[src/rtl/ram_pkg.sv]
`default_nettype none
// ----------------------------------------------------------------------------
// Module : ram_pkg
// Brief  : Shared widths, word/address types and rw encoding for ram_16x16.
// Rev    : 1.0  initial release
// ----------------------------------------------------------------------------
package ram_pkg;

  localparam int DATA_W = 16;
  localparam int ADDR_W = 4;
  localparam int DEPTH  = 2 ** ADDR_W;

  typedef logic [DATA_W-1:0] word_t;
  typedef logic [ADDR_W-1:0] addr_t;

  // rw pin encoding
  localparam logic RW_WRITE = 1'b0;
  localparam logic RW_READ  = 1'b1;

endpackage : ram_pkg
`default_nettype wire

[src/rtl/ram_16x16_array.sv]
`default_nettype none
// ----------------------------------------------------------------------------
// Module : ram_16x16_array
// Brief  : 16 x 16-bit register storage. Asynchronous clear to zero, one
//          synchronous write port and an unregistered indexed read.
// Rev    : 1.0  initial release
// ----------------------------------------------------------------------------
module ram_16x16_array
  import ram_pkg::*;
(
  input  logic  clk,
  input  logic  rst,
  input  logic  wr_en,
  input  addr_t waddr,
  input  word_t wdata,
  input  addr_t raddr,
  output word_t rdata
);

  word_t mem_q [DEPTH];
  word_t mem_d [DEPTH];

  // Next-state of the array: only the addressed word changes on a write
  always_comb begin
    mem_d = mem_q;
    if (wr_en) begin
      mem_d[waddr] = wdata;
    end
  end

  // Storage flops; reset clears every word without waiting for a clock edge
  always_ff @(posedge clk or posedge rst) begin
    if (rst) begin
      mem_q <= '{default: '0};
    end else begin
      mem_q <= mem_d;
    end
  end

  // Read mux; the top registers this, so Q never sees a combinational path
  assign rdata = mem_q[raddr];

endmodule : ram_16x16_array
`default_nettype wire

[src/rtl/ram_16x16.sv]
`default_nettype none
// ----------------------------------------------------------------------------
// Module : ram_16x16
// Brief  : Single-port 16-word x 16-bit data memory with registered read data.
//          en gates every access; rw selects write (0) or read (1).
// Config : RAM_WRITE_THROUGH_EN - when defined, a write also loads Q with the
//          written data on the same edge. Undefined: writes leave Q unchanged.
// Rev    : 1.0  initial release
// ----------------------------------------------------------------------------
module ram_16x16
  import ram_pkg::*;
(
  input  logic  clk,
  input  logic  rst,
  input  word_t A,
  input  addr_t addr,
  input  logic  en,
  input  logic  rw,
  output word_t Q
);

  logic  wr_en;
  logic  rd_en;
  word_t rd_data;
  word_t q_d;
  word_t q_q;

  // Access decode: rw only matters while en is asserted
  always_comb begin
    wr_en = en && (rw == RW_WRITE);
    rd_en = en && (rw == RW_READ);
  end

  ram_16x16_array u_array (
    .clk   (clk),
    .rst   (rst),
    .wr_en (wr_en),
    .waddr (addr),
    .wdata (A),
    .raddr (addr),
    .rdata (rd_data)
  );

  // Output data next-state: load on read (and on write when write-through)
  always_comb begin
    q_d = q_q;
    if (rd_en) begin
      q_d = rd_data;
    end
`ifdef RAM_WRITE_THROUGH_EN
    else if (wr_en) begin
      q_d = A;
    end
`endif
  end

  // Output data register, cleared asynchronously with the array
  always_ff @(posedge clk or posedge rst) begin
    if (rst) begin
      q_q <= '0;
    end else begin
      q_q <= q_d;
    end
  end

  assign Q = q_q;

endmodule : ram_16x16
`default_nettype wire

[config.mk]
export PLATFORM = sky130hd
export DESIGN_NAME = ram_16x16
export DESIGN_NICKNAME = d
export VERILOG_FILES = /design/src/rtl/ram_pkg.sv /design/src/rtl/ram_16x16_array.sv /design/src/rtl/ram_16x16.sv
export SDC_FILE = /design/constraint.sdc
export NUM_CORES = 1
export LEC_CHECK = 0
export BUFFER_PORTS_ARGS = -buffer_cell sky130_fd_sc_hd__buf_2
export CAP_MARGIN = 20
export CORE_ASPECT_RATIO = 0.8
export CORE_UTILIZATION = 60
export DETAILED_ROUTE_END_ITERATION = 8
export PLACE_DENSITY = 0.86
export RECOVER_POWER = 50
export SLEW_MARGIN = 20
export SYNTH_ARGS = -nofsm -noshare
export SYNTH_HDL_FRONTEND = slang
export SYNTH_SLANG_ARGS = --single-unit
export TNS_END_PERCENT = 5
[constraint.sdc]
create_clock -name clk -period 11 [get_ports clk]
set_input_delay 1.65 -clock clk [delete_from_list [all_inputs] [get_ports clk]]
set_output_delay 1.65 -clock clk [all_outputs]
set_load 0.02 [all_outputs]
==> qor.csv, run 1 <==
stage;metric;value;unit
hold_path;Hold Path Stages;1;
layout;final non-filler cell total;1116;
run;max cap viols;2;
synthesis;largest family of logic cells by synthesized area;multiplexers;
clocking;Hold Buf Count CTS;0;
clocking;postcts setup bufs;0;
sta;max-slew violations;112;
synthesis;Post-synth EDFFs;0;
synthesis;synthesized area;0.0125;mm2
grt;initial antenna violation count;0;
sta;Total Neg Setup Slack;0;ns
pwr;leakage;6.15;nW
synthesis;top cell type's share of synthesized area;54.4;%
sta;Slew headroom;-111;%
clocking;CTS Sinks;272;
floorplan;io pins;40;
floorplan;die span in x;163;um
grt;remaining global-route overflow;0;
synthesis;area leader, netlist;dfrtp_1;
outcome;failing checks;max-capacitance violations, max-slew violations;
outcome;status;finished with violations;
sta;Slew @ Worst Pin;3.16;ns
route;DR vias/cell;6.30;
synthesis;Mapped Cells;829;
clocking;CTS resizes;0;
sta;fin crit period;5.74;ns
grt;largest net degree at the start of global routing;165;
setup_path;CP startpoint kind;input pin;
clocking;CTS Root Cell;clkbuf_16;
floorplan;Die Area;0.0214;mm2
synthesis;Syn. warnings;0;
route;Avg WL per Cell;23.8;um
setup_path;Reg2Reg Depth;4;
synthesis;Avg Inst Size Synth;15.1;um2
synthesis;Synth Area in Adders;0;%
route;antenna-violating nets left;0;
pwr;Clock power frac;36.0;%
hold_path;Hold Startpoint;u_array.mem_q[37];
synthesis;Synth Register Bits;272;
route;Vias;7031;
sta;RSZ-0062 raised after global routing;false;
layout;share of layout cells above drive strength 1;45.0;%
floorplan;Vert. Die Dim;131;um
floorplan;initial core utilization;62.1;%
floorplan;core area;0.0201;mm2
layout;commonest non-fill, non-tap cell in the layout;dfrtp_1;
placed_design;# placed instances;1070;
sta;Tcrit/Tclk final;52.2;%
clocking;H-tree levels;1;
clocking;total CTS buffers;26;
setup_path;Worst EP required;11.40;ns
setup_path;Critical R2R Launch;u_array.mem_q[196];
placed_design;HPWL after detailed placement;14900;um
floorplan;num rows;46;
sta;clk_skew;0.0141;ns
synthesis;Synthesized Nets;853;
synthesis;mux cell area share after synthesis;35.3;%
pwr;Max rail drop VDD;140;uV
setup_path;CP max FO;56;
placed_design;IO buf count;39;
pwr;Internal;0.00199;W
layout;P&R area growth vs syn;7.98;%
sta;Hold Vio Cnt, Final;0;
pwr;total power draw;0.00264;W
synthesis;Compound-Gate Fraction of Synth Area;3.12;%
synthesis;ys async rst share;100;%
grt;global-route wire length before repair;42600;um
setup_path;RR Endpoint;Q[4];
placed_design;routability cong.;0.765;
hold_path;Hold Path End;u_array.mem_q[37];
pwr;net switching power figure;0.000649;W
layout;Nets;858;
pwr;PwrDens;196;mW/mm2
hold_path;Hold WC Path Type;flop to flop;
setup_path;flop2flop setup slack;9.36;ns
setup_path;crit path DAT;6.15;ns
grt;All-Layer GR Usage;26.2;%
route;Post-Route WL;26600;um
clocking;Worst-Skew Late Latency;0.53;ns
route;router iterations before antenna repair;4;
synthesis;post-synthesis xor/xnor area fraction;0;%
sta;f_max;174;MHz
synthesis;Yosys cell types;33;
clocking;TritonCTS clock tree;yes;
sta;final setup vio count;0;
layout;Finished Cell Area;0.0135;mm2
pwr;sequential share of power;48.9;%
synthesis;top cells by area, synth;dfrtp_1 (54%), mux2_2 (23%), mux2i_1 (5.8%), mux4_2 (5.8%), buf_6 (1.5%);
pwr;Sw Share;24.6;%
synthesis;Simple-Gate Fraction of Synth Area;3.47;%
setup_path;crit path capture type;flop;
placed_design;Area after DPL;0.0126;mm2
setup_path;kind of critical path;input pin to flop;
clocking;CTS max path bufs;3;
layout;fin util;67.0;%
grt;vias in the first global route;7419;
layout;Antenna diodes;0;
layout;most frequent cells in the layout;dfrtp_1 (272), mux2_2 (257), mux2i_1 (72);
pwr;Logic pwr share;15.1;%
route;First DRT Iteration DRCs;405;
synthesis;commonest register cell after synthesis;dfrtp_1;
clocking;clk slew on worst S/H paths;0.06;ns
route;Post-route DRC;0;
synthesis;Seq/Total Area, Yosys;54.4;%
## area by class of cell
type | instances | area, um2
Timing Repair Buffer | 45 | 218
Clock buffer | 34 | 742
Tap cell | 264 | 330
Clock inverter | 12 | 175
Sequential cell | 272 | 6810
Inverter | 1 | 16.3
Fill cell | 1390 | 6640
Multi-Input combinational cell | 488 | 5220
## cell families after synthesis
group | count (synthesis)
DFF | 272
and+or+nand+nor | 72
AOI/OAI and AO/OA | 48
buffers and inverters | 69
muxes | 368
## power groups by stage
stage / clock network (W) / registers [W] / logic [W]
CTS: 0.000966 / 0.00129 / 0.000405
finish: 0.000952 / 0.00129 / 0.000399
detailed placement: 0 / 0.00130 / 0.000401
floorplan: 0 / 0.00128 / 0.000323
global placement: 0 / 0.00129 / 0.000383
global route: 0.00100 / 0.00131 / 0.000437
## critical path: stages
cell and delay (ns):
buf_2 0.08, clkbuf_1 2.22, nor4bb_1 1.07, nand2_2 0.65, mux2_2 0.46
## metrics by stage
stage          hold WS, ns  worst slack, ns
2_1_floorplan        0.459             1.85
3_3_place_gp         0.469             6.33
3_5_place_dp         0.485             6.22
4_1_cts              0.499             6.78
5_1_grt              0.507             5.09
6_report             0.495             5.26
## worst max path at each step
stage	from	to	slack, ns
5_1_grt	addr[1]	u_array.mem_q[159]	5.09
3_3_place_gp	addr[0]	u_array.mem_q[134]	6.33
3_5_place_dp	addr[0]	u_array.mem_q[159]	6.22
4_1_cts	addr[0]	u_array.mem_q[159]	6.78
2_1_floorplan	rst	Q[0]	1.85
6_report	addr[1]	u_array.mem_q[159]	5.26
## registers in the layout, summed over array words and instances (netlist names)
register / count
u_array.mem_q: 256
Q: 16
## metal layers
layer | wire length [um] | share of wire, % | up-vias | GRT usage (%)
met2 | 12700 | 48 | 189 | 41.6
met5 | 0 | 0 | - | 0
li1 | - | - | 3064 | -
met3 | 1250 | 4.7 | 42 | 3.95
met4 | 660 | 2.5 | 0 | 8.05
met1 | 12000 | 45 | 3736 | 37.4
## synthesized netlist by cell type (9+ instances only)
cell type	number
and2_1	9
buf_2	16
mux2_2	257
buf_6	17
nand2_2	9
nor2_1	17
mux2i_1	72
nand2_1	17
clkbuf_1	23
dfrtp_1	272
mux4_2	32
o22ai_1	16
Note: power is estimated with default switching activity, not from simulation.
==> run 2: changes to the inputs <==
Settings changed: ABC_AREA set to 1, CORE_UTILIZATION 60 to 56, PLACE_DENSITY 0.86 to 0.85.
Clock period 11 ns to 4.9 ns, I/O delays scaled along.
==> qor.csv, run 2 <==
stage;metric;value;unit;change
route;Post-route DRC;0;;unchanged
sta;Slew headroom;-39.2;%;+72 points
clocking;Hold Buf Count CTS;0;;unchanged
clocking;CTS max path bufs;3;;unchanged
placed_design;HPWL after detailed placement;18800;um;+26%
synthesis;synthesized area;0.0124;mm2;-1.2%
route;antenna-violating nets left;0;;unchanged
synthesis;count leader, synth;nand2_1;;
floorplan;core area;0.0216;mm2;+7.3%
grt;GR Util met3;4.89;%;+0.95 points
sta;Slew @ Worst Pin;2.09;ns;-1.07 ns
grt;vias in the first global route;9989;;+35%
sta;clk_skew;0.0134;ns;-0.000685 ns
layout;share of layout cells above drive strength 1;6.34;%;-39 points
sta;worst hold slack;0.454;ns;-0.0409 ns
synthesis;Mapped Cells;1610;;+94%
hold_path;Hold WC Path Type;input pin to async pin;;
outcome;failing checks;max-capacitance violations, max-slew violations;;
sta;final setup vio count;0;;unchanged
clocking;clk slew on worst S/H paths;0.06;ns;about the same
clocking;Worst-Skew Late Latency;0.55;ns;+0.02 ns
grt;largest net degree at the start of global routing;156;;-5.5%
clocking;H-tree levels;1;;unchanged
synthesis;Syn. warnings;0;;unchanged
pwr;leakage;6.84;nW;+11%
pwr;Max rail drop VDD;274;uV;+95%
sta;max-slew violations;249;;+120%
grt;All-Layer GR Usage;29.4;%;+3.3 points
sta;f_max;319;MHz;
floorplan;num rows;48;;+4.3%
route;Avg WL per Cell;17.5;um;-27%
layout;Largest register FFs;256;;unchanged
synthesis;top cell type's share of synthesized area;55.1;%;+0.64 points
setup_path;Critical R2R Launch;u_array.mem_q[33];;
placed_design;IO buf count;39;;unchanged
synthesis;Avg Inst Size Synth;7.68;um2;-49%
clocking;postcts setup bufs;0;;unchanged
floorplan;initial core utilization;57.2;%;-4.9 points
synthesis;Yosys cell types;14;;-58%
layout;fin util;62.4;%;-4.7 points
run;max cap viols;3;;+1
floorplan;Vert. Die Dim;135;um;+2.9%
sta;RSZ-0062 raised after global routing;false;;
setup_path;kind of critical path;input pin to async pin;;
clocking;CTS Sinks;272;;unchanged
clocking;CTS resizes;0;;unchanged
grt;global-route wire length before repair;52600;um;+24%
floorplan;die span in x;168;um;+2.9%
layout;commonest non-fill, non-tap cell in the layout;nand2_1;;
synthesis;Seq/Total Area, Yosys;55.1;%;+0.64 points
sta;fin crit period;3.13;ns;
pwr;PwrDens;443;mW/mm2;+130%
synthesis;Post-synth EDFFs;0;;unchanged
layout;most frequent cells in the layout;nand2_1 (784), dfrtp_1 (272), o21ai_0 (253);;
route;First DRT Iteration DRCs;1389;;+240%
outcome;status;finished with violations;;
setup_path;RR Endpoint;Q[1];;
setup_path;CP startpoint kind;input pin;;
route;router iterations before antenna repair;6;;+2
route;Post-Route WL;32600;um;+23%
setup_path;flop2flop setup slack;3.61;ns;-5.75 ns
floorplan;Die Area;0.0227;mm2;+5.8%
floorplan;io pins;40;;unchanged
setup_path;Worst EP required;5.14;ns;-6.26 ns
layout;Top reg by flops;u_array.mem_q;;
layout;Nets;1597;;+86%
grt;met1 Usage GRT;42.1;%;+4.7 points
placed_design;# placed instances;1816;;+70%
synthesis;top cells by area, synth;dfrtp_1 (55%), nand2_1 (24%), o21ai_0 (10%), nand3_1 (3.2%), clkbuf_1 (2.1%);;
sta;Total Neg Setup Slack;0;ns;unchanged
sta;Hold Vio Cnt, Final;0;;unchanged
synthesis;area leader, netlist;dfrtp_1;;
setup_path;CP max FO;155;;+180%
synthesis;Synthesized Nets;1634;;+92%
grt;remaining global-route overflow;0;;unchanged
synthesis;Synth Register Bits;272;;unchanged
layout;Antenna diodes;0;;unchanged
clocking;total CTS buffers;27;;+3.8%
grt;gr busiest metal;met2;;
grt;GR Layer Usage met2;46.8;%;+5.2 points
setup_path;crit path DAT;3.37;ns;-2.78 ns
route;DR vias/cell;5.80;;-7.9%
route;Vias;10800;;+54%
sta;Tcrit/Tclk final;64.0;%;
layout;final non-filler cell total;1869;;+67%
setup_path;crit path capture type;async pin;;
setup_path;Reg2Reg Depth;8;;+4
grt;initial antenna violation count;0;;unchanged
synthesis;commonest register cell after synthesis;dfrtp_1;;
synthesis;ys async rst share;100;%;unchanged
synthesis;most frequent cells after synthesis;nand2_1 (787), dfrtp_1 (272), o21ai_0 (253), nand3_1 (80), clkbuf_1 (69);;
clocking;TritonCTS clock tree;yes;;
clocking;CTS Root Cell;clkbuf_16;;
layout;P&R area growth vs syn;9.07;%;
placed_design;routability cong.;0.874;;+14%
[run 2: how the worst max path moves through the flow]
stage | slack [ns] | startpoint | endpoint
finish | 1.77 | rst | u_array.mem_q[99]
global route | 1.19 | rst | Q[3]
CTS | 1.99 | addr[1] | u_array.mem_q[13]
detailed placement | 1.44 | addr[1] | u_array.mem_q[13]
global placement | 1.57 | addr[1] | u_array.mem_q[143]
floorplan | 0.57 | rst | Q[0]
[run 2: layout make-up]
| cell class | count | area [um2] |
|---|---|---|
| Sequential cell | 272 | 6810 |
| Clock buffer | 40 | 795 |
| Tap cell | 275 | 344 |
| Timing Repair Buffer | 54 | 309 |
| Fill cell | 1828 | 8140 |
| Inverter | 24 | 93.8 |
| Clock inverter | 10 | 156 |
| Multi-Input combinational cell | 1194 | 4980 |
[run 2: layer usage]
layer / vias up / routed length (um) / part of all wire, %
li1: 5027 / - / -
met1: 5203 / 13900 / 43
met2: 551 / 14800 / 45
met3: 63 / 3150 / 9.6
met4: 0 / 804 / 2.5
met5: - / 0 / 0
[run 2: stage by stage]
step	worst slack, ns	power (W)	cell area, um2
after floorplan	0.570	0.00352	12400
after global placement	1.57	0.00372	12500
after detailed placement	1.44	0.00378	12500
after CTS	1.99	0.00598	13500
after global routing	1.19	0.00625	13500
final	1.77	0.00597	13500
[run 2: cells by family (layout without fill, tap and decap cells)]
| logic type | Yosys count | in the layout | share of synthesized area (%) |
|---|---|---|---|
| AOI/OAI and AO/OA | 256 | 256 | 10.4 |
| buffers and inverters | 144 | 128 | 4.79 |
| DFF | 272 | 272 | 55.1 |
| and+or+nand+nor | 938 | 938 | 29.8 |
[run 2: power breakdown]
part / internal, W / switching (W)
combinational: 0.000311 / 0.000568
clock: 0.00133 / 0.000880
sequential: 0.00266 / 0.000228
[run 2: worst max-delay path, stage by stage]
cell        delay (ns)
buf_2             0.10
clkinvlp_2        0.72
clkbuf_4          1.63
==> run 3: changes to the inputs <==
Clock period 4.9 ns to 2.62 ns, I/O delays scaled along.
==> qor.csv, run 3 (same netlist as run 2, synthesis figures left out) <==
stage;metric;value;unit;change
outcome;status;completed;;
grt;All-Layer GR Usage;30.6;%;+1.2 points
route;antenna-violating nets left;0;;unchanged
setup_path;CP startpoint kind;input pin;;
grt;remaining global-route overflow;0;;unchanged
setup_path;crit-path max cell delay;0.64;ns;-0.99 ns
sta;Slew headroom;18.1;%;+57 points
placed_design;Area after DPL;0.0128;mm2;+2.5%
layout;most frequent cells in the layout;nand2_1 (787), dfrtp_1 (272), o21ai_0 (253);;
placed_design;# placed instances;1852;;+2.0%
setup_path;CP Cell Sequence;clkbuf_1 -> inv_1 -> nor3_1 -> nand2_1 -> clkbuf_2 -> nand2_1 -> o21ai_0;;
setup_path;crit path DAT;2.39;ns;-0.98 ns
clocking;postcts setup bufs;0;;unchanged
floorplan;die span in x;168;um;unchanged
clocking;CTS resizes;0;;unchanged
floorplan;Die Area;0.0227;mm2;unchanged
grt;global-route wire length before repair;54900;um;+4.4%
sta;worst hold slack;0.361;ns;-0.0927 ns
clocking;CTS max path bufs;3;;unchanged
setup_path;crit path capture type;flop;;
grt;initial antenna violation count;0;;unchanged
placed_design;IO buf count;39;;unchanged
clocking;H-tree levels;1;;unchanged
sta;fin crit period;2.00;ns;
layout;fill count;1840;;+0.66%
route;met3 WL;3560;um;+13%
hold_path;Hold WC Path Type;input pin to flop;;
route;top sig layer;met4;;
sta;clk_skew;0.00938;ns;-0.00405 ns
clocking;CTS Sinks;272;;unchanged
setup_path;Most common cell on crit path;nand2_1;;
clocking;CTS Root Cell;clkbuf_16;;
sta;final setup vio count;0;;unchanged
route;Vias;11000;;+1.6%
clocking;TritonCTS clock tree;yes;;
placed_design;HPWL after detailed placement;19600;um;+4.6%
setup_path;flop2flop setup slack;1.47;ns;-2.14 ns
grt;largest net degree at the start of global routing;132;;-15%
route;met2 WL;14800;um;about the same
floorplan;Vert. Die Dim;135;um;unchanged
route;First DRT Iteration DRCs;1415;;+1.9%
pwr;Max rail drop VDD;494;uV;+80%
floorplan;initial core utilization;57.2;%;unchanged
sta;Hold Vio Cnt, Final;0;;unchanged
floorplan;io pins;40;;unchanged
layout;Seq. cell area;0.00681;mm2;unchanged
layout;Largest register FFs;256;;unchanged
floorplan;num rows;48;;unchanged
setup_path;Worst EP required;3.01;ns;-2.13 ns
pwr;leakage;6.96;nW;+1.8%
layout;P&R area growth vs syn;10.4;%;
route;Avg WL per Cell;17.5;um;about the same
pwr;PwrDens;804;mW/mm2;+81%
layout;commonest non-fill, non-tap cell in the layout;nand2_1;;
layout;Antenna diodes;0;;unchanged
clocking;Worst-Skew Late Latency;0.54;ns;about the same
route;Post-Route WL;33200;um;+1.6%
sta;Slew @ Worst Pin;1.23;ns;-0.859 ns
route;M1 wire length;13900;um;-0.25%
setup_path;CP max FO;20;;-87%
placed_design;routability cong.;0.832;;-4.8%
layout;final non-filler cell total;1900;;+1.7%
route;router iterations before antenna repair;5;;-1
sta;RSZ-0062 raised after global routing;false;;
clocking;clk slew on worst S/H paths;0.06;ns;about the same
layout;area of the multi-input gates;0.00495;mm2;-0.45%
route;DR vias/cell;5.80;;about the same
layout;Top reg by flops;u_array.mem_q;;
clocking;total CTS buffers;26;;-3.7%
route;Post-route DRC;0;;unchanged
setup_path;kind of critical path;input pin to flop;;
sta;max-slew violations;0;;-100%
run;max cap viols;0;;-3
layout;Finished Cell Area;0.0136;mm2;+1.2%
layout;share of layout cells above drive strength 1;7.82;%;+1.5 points
setup_path;Worst path slowest cell;nor3_1;;
sta;Tcrit/Tclk final;76.4;%;
grt;vias in the first global route;10400;;+4.3%
floorplan;core area;0.0216;mm2;unchanged
layout;Nets;1630;;+2.1%
sta;f_max;500;MHz;
## run 3: changes by cell type in the layout (fill, tap and decap cells not counted), sizes merged
cell and change:
clkinv +2, inv -1, bufinv -2, dlygate4sd3 +1
clkbuf +1, buf +30
## run 3: final timing paths
kind	depth (start not counted)	from	to
max	7	addr[1]	u_array.mem_q[21]
min	3	A[0]	u_array.mem_q[32]
max reg2reg	8	u_array.mem_q[31]	Q[15]
min reg2reg	2	u_array.mem_q[39]	u_array.mem_q[39]
max in group asynchronous	4	rst	u_array.mem_q[244]
min in group asynchronous	3	rst	u_array.mem_q[44]
## run 3: what timing repair did
| item | CTS | global route |
|---|---|---|
| hold buffers | 1 | 0 |
| hold endpoints to repair | 7 | 0 |
| endpoints found under the setup margin | 0 | 0 |
## run 3: metal layers
layer	global-route usage, %	vias up
li1	-	5087
met1	43.4	5246
met2	47.9	596
met3	6.54	84
met4	8.94	0
met5	0	-
## run 3: area by class of cell
cell class	count	area share (%)
Clock inverter	9	0.715
Clock buffer	38	5.84
Sequential cell	272	49.9
Timing Repair Buffer	88	4.07
Inverter	24	0.688
Multi-Input combinational cell	1194	36.3
Tap cell	275	2.52
## run 3: per-stage QoR
stage | utilization [%] | setup TNS (ns) | total power, W | worst slack (ns)
floorplan | - | -372.21 | 0.00659 | -1.37
global placement | 59.3 | 0 | 0.00697 | 0.698
detailed placement | 59.3 | 0 | 0.00708 | 0.659
CTS | 63.5 | 0 | 0.0110 | 1.04
global route | 63.1 | 0 | 0.0115 | 0.486
finish | 63.1 | 0 | 0.0110 | 0.619
## run 3: power breakdown
part / leakage [nW] / total [W] / switching, W / internal [W]
combinational: 3.00 / 0.00163 / 0.00102 / 0.000606
clock: 0.446 / 0.00394 / 0.00164 / 0.00230
sequential: 3.51 / 0.00541 / 0.000445 / 0.00497
total: 6.96 / 0.0110 / 0.00311 / 0.00787
## run 3: worst max-delay path, delay by kind of cell
kind	cells	cell delay, ns
simple gates	3	0.99
compound gates	1	0.11
buf+inv	3	0.89
